## config.mk

```make
export PLATFORM = sky130hd
export DESIGN_NAME = counter_event_log
export DESIGN_NICKNAME = d
export VERILOG_FILES = /design/src/rtl/counter_log_pkg.sv /design/src/rtl/counter_log_fifo.sv /design/src/rtl/counter_event_log.sv
export SDC_FILE = /design/constraint.sdc
export NUM_CORES = 1
export LEC_CHECK = 0
export ABC_AREA = 1
export CORE_MARGIN = 4
export CORE_UTILIZATION = 59
export DETAILED_ROUTE_END_ITERATION = 8
export GPL_TIMING_DRIVEN = 1
export HOLD_SLACK_MARGIN = 0.02
export PLACE_DENSITY = 0.77
export SLEW_MARGIN = 0
export SYNTH_ARGS = -nofsm -noshare
export SYNTH_HDL_FRONTEND = slang
export SYNTH_HIERARCHICAL = 1
export SYNTH_SLANG_ARGS = --single-unit
```

## constraint.sdc

```tcl
create_clock -name sys_clk -period 5.9 [get_ports sys_clk]
set_clock_uncertainty 0.05 [all_clocks]
set_input_delay 1.18 -clock sys_clk [delete_from_list [all_inputs] [get_ports sys_clk]]
set_output_delay 1.18 -clock sys_clk [all_outputs]
set_load 0.01 [all_outputs]
```

## src/rtl/counter_log_pkg.sv

```systemverilog
// counter_log_pkg: shared constants and the record packer for the counter event log.
//   TS_W / REC_W     : timestamp and record widths
//   *_LSB / *_WID    : record field placement
//   pack_rec()       : builds one 32-bit log record from its fields
package counter_log_pkg;

  localparam int TS_W  = 16;
  localparam int REC_W = 32;

  localparam int TS_LSB    = 16;
  localparam int TS_WID    = 16;
  localparam int WRAP_LSB  = 12;
  localparam int WRAP_WID  = 1;
  localparam int MASK_LSB  = 8;
  localparam int MASK_WID  = 4;
  localparam int VALUE_LSB = 0;
  localparam int VALUE_WID = 8;

  // Bits [15:13] stay zero.
  function automatic logic [REC_W-1:0] pack_rec(
    input logic [TS_W-1:0]      ts,
    input logic                 wrap,
    input logic [MASK_WID-1:0]  mask,
    input logic [VALUE_WID-1:0] value
  );
    logic [REC_W-1:0] rec;
    rec = '0;
    rec[TS_LSB +: TS_WID]       = ts;
    rec[WRAP_LSB +: WRAP_WID]   = wrap;
    rec[MASK_LSB +: MASK_WID]   = mask;
    rec[VALUE_LSB +: VALUE_WID] = value;
    return rec;
  endfunction

endpackage

```

## src/rtl/counter_log_fifo.sv

```systemverilog
// counter_log_fifo: DEPTH x 32 synchronous first-word fall-through FIFO.
//   sys_clk, reset : clock, async active-high reset
//   clear          : synchronous flush, priority over push/pop
//   push, din      : write request and data (accepted when not full, or full with a pop)
//   pop            : remove head (ignored when empty)
//   dout           : registered head record, 0 when empty
//   level          : records stored; full/empty decoded from it
module counter_log_fifo
  import counter_log_pkg::*;
#(
  parameter int DEPTH = 16
) (
  input  logic                     sys_clk,
  input  logic                     reset,
  input  logic                     clear,
  input  logic                     push,
  input  logic                     pop,
  input  logic [REC_W-1:0]         din,
  output logic [REC_W-1:0]         dout,
  output logic [$clog2(DEPTH):0]   level,
  output logic                     full,
  output logic                     empty
);

  localparam int AW = $clog2(DEPTH);
  localparam logic [AW:0] LVL_FULL = (AW+1)'(DEPTH);
  localparam logic [AW:0] LVL_ONE  = (AW+1)'(1);

  logic [REC_W-1:0] r_mem [DEPTH];
  logic [AW-1:0]    r_wr_ptr;
  logic [AW-1:0]    r_rd_ptr;
  logic [AW:0]      r_level;
  logic [REC_W-1:0] r_dout;

  logic             w_do_push;
  logic             w_do_pop;
  logic [AW-1:0]    w_rd_next;
  logic [REC_W-1:0] w_head_nxt;

  assign empty = (r_level == '0);
  assign full  = (r_level == LVL_FULL);
  assign level = r_level;
  assign dout  = r_dout;

  assign w_do_pop  = pop && !clear && !empty;
  // A pop on a full FIFO frees the slot the push needs in the same cycle.
  assign w_do_push = push && !clear && (!full || w_do_pop);
  assign w_rd_next = r_rd_ptr + 1'b1;

  // Head register is precomputed so dout comes straight from a flop.
  always_comb begin
    w_head_nxt = r_dout;
    if (w_do_pop) begin
      if (r_level == LVL_ONE)
        w_head_nxt = w_do_push ? din : '0;
      else
        w_head_nxt = r_mem[w_rd_next];
    end else if (empty && w_do_push) begin
      w_head_nxt = din;
    end
  end

  always_ff @(posedge sys_clk) begin
    if (w_do_push)
      r_mem[r_wr_ptr] <= din;
  end

  always_ff @(posedge sys_clk or posedge reset) begin
    if (reset) begin
      r_wr_ptr <= '0;
      r_rd_ptr <= '0;
      r_level  <= '0;
      r_dout   <= '0;
    end else if (clear) begin
      r_wr_ptr <= '0;
      r_rd_ptr <= '0;
      r_level  <= '0;
      r_dout   <= '0;
    end else begin
      r_dout <= w_head_nxt;
      if (w_do_push)
        r_wr_ptr <= r_wr_ptr + 1'b1;
      if (w_do_pop)
        r_rd_ptr <= w_rd_next;
      case ({w_do_push, w_do_pop})
        2'b10:   r_level <= r_level + 1'b1;
        2'b01:   r_level <= r_level - 1'b1;
        default: r_level <= r_level;
      endcase
    end
  end

endmodule

```

## src/rtl/counter_event_log.sv

```systemverilog
// counter_event_log: timestamped recorder for counter compare strobes.
//   sys_clk, reset  : clock, async active-high reset
//   enable          : gates timestamp and captures
//   clear           : synchronous flush of FIFO, timestamp and statistics
//   evt_strobe      : N_EVT one-cycle event pulses; evt_value is the count sampled with them
//   pop             : host pop of the head record
//   rd_data/rd_valid: head record (0 when empty) / FIFO not empty
//   level           : records stored
//   overflow        : sticky drop flag; drop_count saturates at 255
module counter_event_log
  import counter_log_pkg::*;
#(
  parameter int DEPTH = 16,
  parameter int N_EVT = 2
) (
  input  logic                   sys_clk,
  input  logic                   reset,
  input  logic                   enable,
  input  logic                   clear,
  input  logic [N_EVT-1:0]       evt_strobe,
  input  logic [7:0]             evt_value,
  input  logic                   pop,
  output logic [REC_W-1:0]       rd_data,
  output logic                   rd_valid,
  output logic [$clog2(DEPTH):0] level,
  output logic                   overflow,
  output logic [7:0]             drop_count
);

  logic [TS_W-1:0]     r_ts;
  logic                r_overflow;
  logic [7:0]          r_drop_count;

  logic                w_wrap;
  logic [MASK_WID-1:0] w_mask;
  logic                w_cap;
  logic                w_drop;
  logic [REC_W-1:0]    w_rec;
  logic                w_full;
  logic                w_empty;

  assign w_wrap = (r_ts == '1);

  always_comb begin
    w_mask = '0;
    w_mask[N_EVT-1:0] = evt_strobe;
  end

  // A clear cycle discards its own capture.
  assign w_cap  = enable && !clear && ((|evt_strobe) || w_wrap);
  assign w_rec  = pack_rec(r_ts, w_wrap, w_mask, evt_value);
  assign w_drop = w_cap && w_full && !pop;

  counter_log_fifo #(
    .DEPTH (DEPTH)
  ) u_fifo (
    .sys_clk (sys_clk),
    .reset   (reset),
    .clear   (clear),
    .push    (w_cap),
    .pop     (pop),
    .din     (w_rec),
    .dout    (rd_data),
    .level   (level),
    .full    (w_full),
    .empty   (w_empty)
  );

  assign rd_valid   = !w_empty;
  assign overflow   = r_overflow;
  assign drop_count = r_drop_count;

  always_ff @(posedge sys_clk or posedge reset) begin
    if (reset) begin
      r_ts         <= '0;
      r_overflow   <= 1'b0;
      r_drop_count <= '0;
    end else if (clear) begin
      r_ts         <= '0;
      r_overflow   <= 1'b0;
      r_drop_count <= '0;
    end else begin
      if (enable)
        r_ts <= r_ts + 1'b1;
      if (w_drop) begin
        r_overflow <= 1'b1;
        if (r_drop_count != 8'hFF)
          r_drop_count <= r_drop_count + 1'b1;
      end
    end
  end

endmodule

```

; ---- Yosys cells after proc, flatten, opt, wreduce, memory -nomap -nowiden
; Memories as Yosys holds them, arrays and structs flattened.
; Index checks and enable logic that the tools add are counted.
[word_totals]
reg_bits = 70
ramBits = 432
output_inout_bits = 47
wordCells = 65
mem_count = 1
[memory_table]
columns = memory, depth, width, read_ports, rd_ports_with_merged_regs, write_ports, line_no
row1 = u_fifo.r_mem, 16, 27, 1, 0, 1, counter_log_fifo.sv:29  ; logic [REC_W-1:0] r_mem [DEPTH];
[op_classes]
addsub = 6
eq_ne = 6
mux = 20
reduce_logical = 25
[op_table]
columns = cell, n
row1 = 32-bit 2-to-1 mux, 5
row2 = 16-bit 2-to-1 mux, 2
row3 = 8-bit 2-to-1 mux, 3
row4 = "16-bit by 1-bit adder with 16-bit output, second input constant", 1
row5 = "16-bit equality test, second input constant", 1
row6 = 4-bit 2-to-1 mux, 4
row7 = 5-bit one-hot mux with 2 select lines, 1
row8 = 2-bit nonzero test, 5
row9 = 1-bit logical AND, 9
row10 = "4-bit by 1-bit adder with 4-bit output, second input constant", 2
row11 = "8-bit by 1-bit adder with 8-bit output, second input constant", 1
row12 = "8-bit != test, second input constant", 1
row13 = 3-bit nonzero test, 2
row14 = "5-bit by 1-bit adder with 5-bit output, second input constant", 1
row15 = "5-bit by 1-bit equality test with 1-bit output, second input constant", 1
row16 = "5-bit equality test, second input constant", 1
row17 = 5-bit logical NOT, 1
row18 = 5-bit 2-to-1 mux, 1
row19 = "5-bit by 1-bit subtractor with 5-bit output, second input constant", 1
row20 = 1-bit logical NOT, 4
row21 = 1-bit 2-to-1 mux, 4
row22 = "2-bit by 1-bit equality test with 1-bit output, second input constant", 1
row23 = "2-bit equality test, second input constant", 1
row24 = 1-bit logical OR, 2
row25 = other kinds (2), 2

; ---- Logic depth before layout (Yosys ltp)
[logic_depth]
word_depth = 9
ltp_mapped = 14
ltp_nobuf = 13

; ---- By module
; The synthesis kept the hierarchy.
[by_module_without_submodules]
columns = mod, n_inst, cells_each, area_per_inst_um2, seq_area_each_um2
row1 = counter_log_fifo, 1, 1962, 22864.4, 16500.8
row2 = counter_event_log, 1, 194, 1486.4, 625.6

; ---- Least setup slack after synthesis
; No wires, ideal clock.
[synth_path]
path_kind = input to register
startpoint = in enable
endpoint = mem u_fifo/r_mem[11][0] (netlist bit) (enable)
setup_ns = 0.421
arrival_ns = 3.631
required_time_ns = 5.429
setup_slack_ns = 1.798
cell_stages = 9
path_buffers = 0
cell_sequence = inv_2 > nor2_1 > and2_1 > nand2_1 > inv_1 > nand2_1 > inv_1 > nand2_1 > nor2_1
[synth_between]
elab_chain_cells = 6
[synth_rtl]
columns = item, line_no
row1 = start: declaration, counter_event_log.sv:18  ; input logic enable,
row2 = 1-bit logical AND (2 in a row), counter_event_log.sv:50  ; assign w_cap = enable && !clear && ((|evt_strobe) || w_wrap);
row3 = via w_cap, counter_event_log.sv:36  ; logic w_cap;
row4 = 1-bit logical AND (2 in a row), counter_log_fifo.sv:47  ; assign w_do_push = push && !clear && (!full || w_do_pop);
row5 = 1-bit 2-to-1 mux, counter_log_fifo.sv:64  ; if (w_do_push)
row6 = 1-bit 2-to-1 mux (not written as such), counter_log_fifo.sv:65  ; r_mem[r_wr_ptr] <= din;
row7 = end: declaration, counter_log_fifo.sv:29
; The timed path passes the listed nets, and every way through them passes these cells.

; ---- Final worst setup path
[layout_path]
startpoint = in evt_strobe[1]
endpoint = mem u_fifo/r_mem[10][1] (netlist bit) (enable)
[layout_between]
elab_chain_cells = 7
[layout_rtl]
columns = item, line_no
row1 = start: declaration, counter_event_log.sv:20  ; input logic [N_EVT-1:0] evt_strobe,
row2 = 2-bit OR reduction, counter_event_log.sv:50
row3 = 1-bit logical OR, counter_event_log.sv:50
row4 = 1-bit logical AND, counter_event_log.sv:50
row5 = via w_cap, counter_event_log.sv:36
row6 = 1-bit logical AND (2 in a row), counter_log_fifo.sv:47
row7 = 1-bit 2-to-1 mux, counter_log_fifo.sv:64
row8 = 1-bit 2-to-1 mux (not written as such), counter_log_fifo.sv:65
; The timed path passes the listed nets, and every way through them passes these cells.

==> results by group <==
Clock network
  • Clock sinks: ~580
  • Worst-case clock buffer depth: 3
  • Post-CTS Hold Buffers: 0
  • CTS clk-pin slew, worst paths: 0.06 ns
  • Post-CTS sizing: 0
  • Total setup buffers inserted after CTS: 0
  • Clock buffer count from CTS: 56
  • CTS tree: built
  • Root buf cell: clkbuf_16
  • H-tree depth: 2
  • Clock Latency Late Sink: ~0.6 ns

Worst setup path
  • Critical path arrival: 4.38 ns
  • FF-to-FF setup slack: about 1.8 ns
  • Worst Setup End Kind: flip-flop
  • Crit start category: primary input
  • Crit path kind: in -> reg
  • Critical path fanouts, max: 32
  • WP data required: 6.05 ns

STA
  • RSZ-0062 raised after global routing: no
  • Fin. max-slew vios: 0
  • Final setup violation count: 0
  • Final Hold Fails: 0
  • Final min period: 4.229 ns
  • Final period util: 71.67%
  • Max_slew headroom: about 23%
  • Slew @ Worst Pin: 1.154 ns
  • Highest clock rate: 236.5 MHz
  • Setup TNS: 0 ns

Logic synthesis
  • Post-synth EDFFs: 512
  • Asr flop ratio synth: 12.03%
  • Avg Cell Area, Syn: about 11 µm²
  • Post-synthesis cell area: 24350 µm²
  • Seq/Total Area, Yosys: 70.33%
  • Distinct cell type count after synthesis: 47
  • #FFs+latches synth: 582
  • Commonest register cell after synthesis: edfxtp_1
  • Cell count after synthesis: 2156
  • Synth warn: 6

Detailed routing
  • Routed WL per cell: 22.13 µm
  • Remaining DRCs: 1
  • Routed WL: 63170 µm
  • DR vias: 17130
  • Vias per inst: 6.001
  • DR pass1 iterations: 9
  • DRT antenna net count: 0
  • 1st-iter DRT viols: 2377

Power
  • Pwr Total: 11190 µW
  • Clk pwr share: 32.0%
  • Sw Pwr: 3672 µW
  • Combinational Power Share: 25.7%
  • Reg power frac: 42.3%
  • Peak supply drop: 0.0002700 V
  • PwrDens: 405.0 nW/µm²
  • Cell internal pwr: roughly 7500 µW
  • Sw Share: 32.81%
  • Leak pwr: 0.01057 µW

Global routing
  • Vias in the first global route: 16620
  • Initial antenna violation count: 0
  • Pin count of the biggest net entering global routing: 111
  • Global-route wire length before repair: 96640 µm
  • Total track usage: approximately 28%
  • Gr ovfl total: 0

Die
  • Chip height: 211.2 µm
  • Core area: 40830 µm²
  • Initial Util: 59.64%
  • Ports: between 60 and 70
  • # rows: 74
  • Die area: ~45000 µm²
  • Die X: 211.2 µm

Finish
  • Layout cells sized above 1: under 10%
  • Area growth from synthesis to layout: 13.49%
  • Commonest non-fill, non-tap cells in the layout: nand2_1 (711), nand3_1 (540), edfxtp_1 (512), conb_1 (85), dfrtp_1 (69)
  • Most common cell after layout, fill and taps aside: nand2_1
  • Nets@finish: 2304
  • Diode count: 0

Flow run
  • Max-Cap Viols: 0

Status
  • Status: complete, but fails checks
  • Violated checks: DRC

Worst hold path
  • Worst hold-check path type: reg -> reg

Placement
  • GP Congestion: 0.8815
  • Dpl hpwl: 37680 µm
  • I/O Buffers: 61
## synthesized netlist by cell type (3+ instances only)
| cell | count | area, µm² |
|---|---|---|
| a31oi_1 | 3 | 18.77 |
| inv_2 | 6 | 22.52 |
| nor2_4 | 3 | 33.78 |
| nand3_2 | 6 | 60.06 |
| dfrtp_1 | 70 | 1752 |
| buf_2 | 71 | 355.3 |
| edfxtp_1 | 512 | 15370 |
| nand3_1 | 540 | 2703 |
| clkbuf_1 | 24 | 90.09 |
| buf_4 | 15 | 112.6 |
| nor2_1 | 50 | 187.7 |
| a21oi_1 | 10 | 50.05 |
| nand4_1 | 11 | 68.82 |
| o22ai_1 | 3 | 18.77 |
| ha_1 | 11 | 137.6 |
| nand2_1 | 712 | 2673 |
| buf_6 | 5 | 56.30 |
| nand2_2 | 3 | 18.77 |
| nor2_2 | 4 | 25.02 |
| nor3_1 | 3 | 15.01 |
| buf_1 | 9 | 33.78 |
| o21ai_0 | 10 | 50.05 |
| inv_1 | 36 | 135.1 |
| xor2_1 | 11 | 96.34 |
## path summary, 6_finish.rpt
| kind | endpoint | cells after the start | from |
|---|---|---|---|
| min reg2reg | u_fifo/dout[12] | 2 | u_fifo/dout[12] |
| max reg2reg | u_fifo/r_mem[10][1] | 12 | r_ts[0] |
| max | u_fifo/r_mem[10][1] | 10 | evt_strobe[1] |
| min in group asynchronous | u_fifo/dout[30] | 3 | reset |
| max in group asynchronous | r_ts[9] | 2 | reset |
| min | u_fifo/dout[12] | 2 | u_fifo/dout[12] |
## cell type report
| cell class | count | area (µm²) |
|---|---|---|
| well taps | 532 | 665.6 |
| fillers | 2899 | 13200 |
| multi-input cells | 1488 | 6883 |
| repair buffers | 105 | 953.4 |
| inverters | 45 | 178.9 |
| flip-flops and latches | 582 | 17130 |
| clock inverters | 33 | 350.3 |
| clock buffers | 70 | 1475 |
## metal layers
metal	track usage [%]	vias up	share of wire [%]	routed length, µm
li1	-	7696	-	-
met1	39.45	8211	37	23610
met2	44.01	1072	47	29800
met3	6.921	154	12	7290
met4	10.93	0	3.9	2471
met5	0	-	0	0
## critical path, cell delays in order
cell	delay (ns)
clkdlybuf4s50_1	0.79
nor2_1	0.23
o21ai_2	0.15
and2_1	0.30
nand2_1	0.18
inv_1	0.13
nand2_1	0.10
inv_1	0.18
nand2_1	0.26
nor2_4	0.85
## flip-flops by register name (all words and copies together) (netlist names)
name and flops:
drop_count 8, overflow 1, r_ts 16, u_fifo/dout 32
u_fifo/level 5, u_fifo/r_mem 512, u_fifo/r_rd_ptr 4, u_fifo/r_wr_ptr 4
## power by group through the flow
stage	logic [µW]	registers [µW]	clock network [µW]
finish	2880	4740	3580
global route	3120	4750	3810
CTS	2830	4730	3620
detailed placement	2800	4820	0
global placement	2740	4810	0
floorplan	1940	4770	0
## metrics by stage
stage | hold slack, ns | cells | instance area (µm²) | setup WS, ns | util, %
floorplan | 0.4471 | 2240 | 24670 | 1.798 | -
global placement | 0.4165 | 2752 | 25810 | 1.168 | 63.21
detailed placement | 0.4184 | 2752 | 25810 | 1.097 | 63.21
CTS | 0.4371 | 2855 | 27640 | 1.709 | 67.68
global route | 0.4532 | 2855 | 27640 | 1.507 | 67.68
finish | 0.4331 | 2855 | 27640 | 1.671 | 67.68
## cell families after synthesis
logic type,count (synthesis),synth area share [%]
AOI/OAI and AO/OA,36,0.9609
xor gates and xnor gates,14,0.5344
adders and majority gates,11,0.5652
buffers and inverters,170,3.386
DFF,582,70.33
other,1,0.01540
and+or+nand+nor,1342,24.21
(Power assumes the default switching activity.)
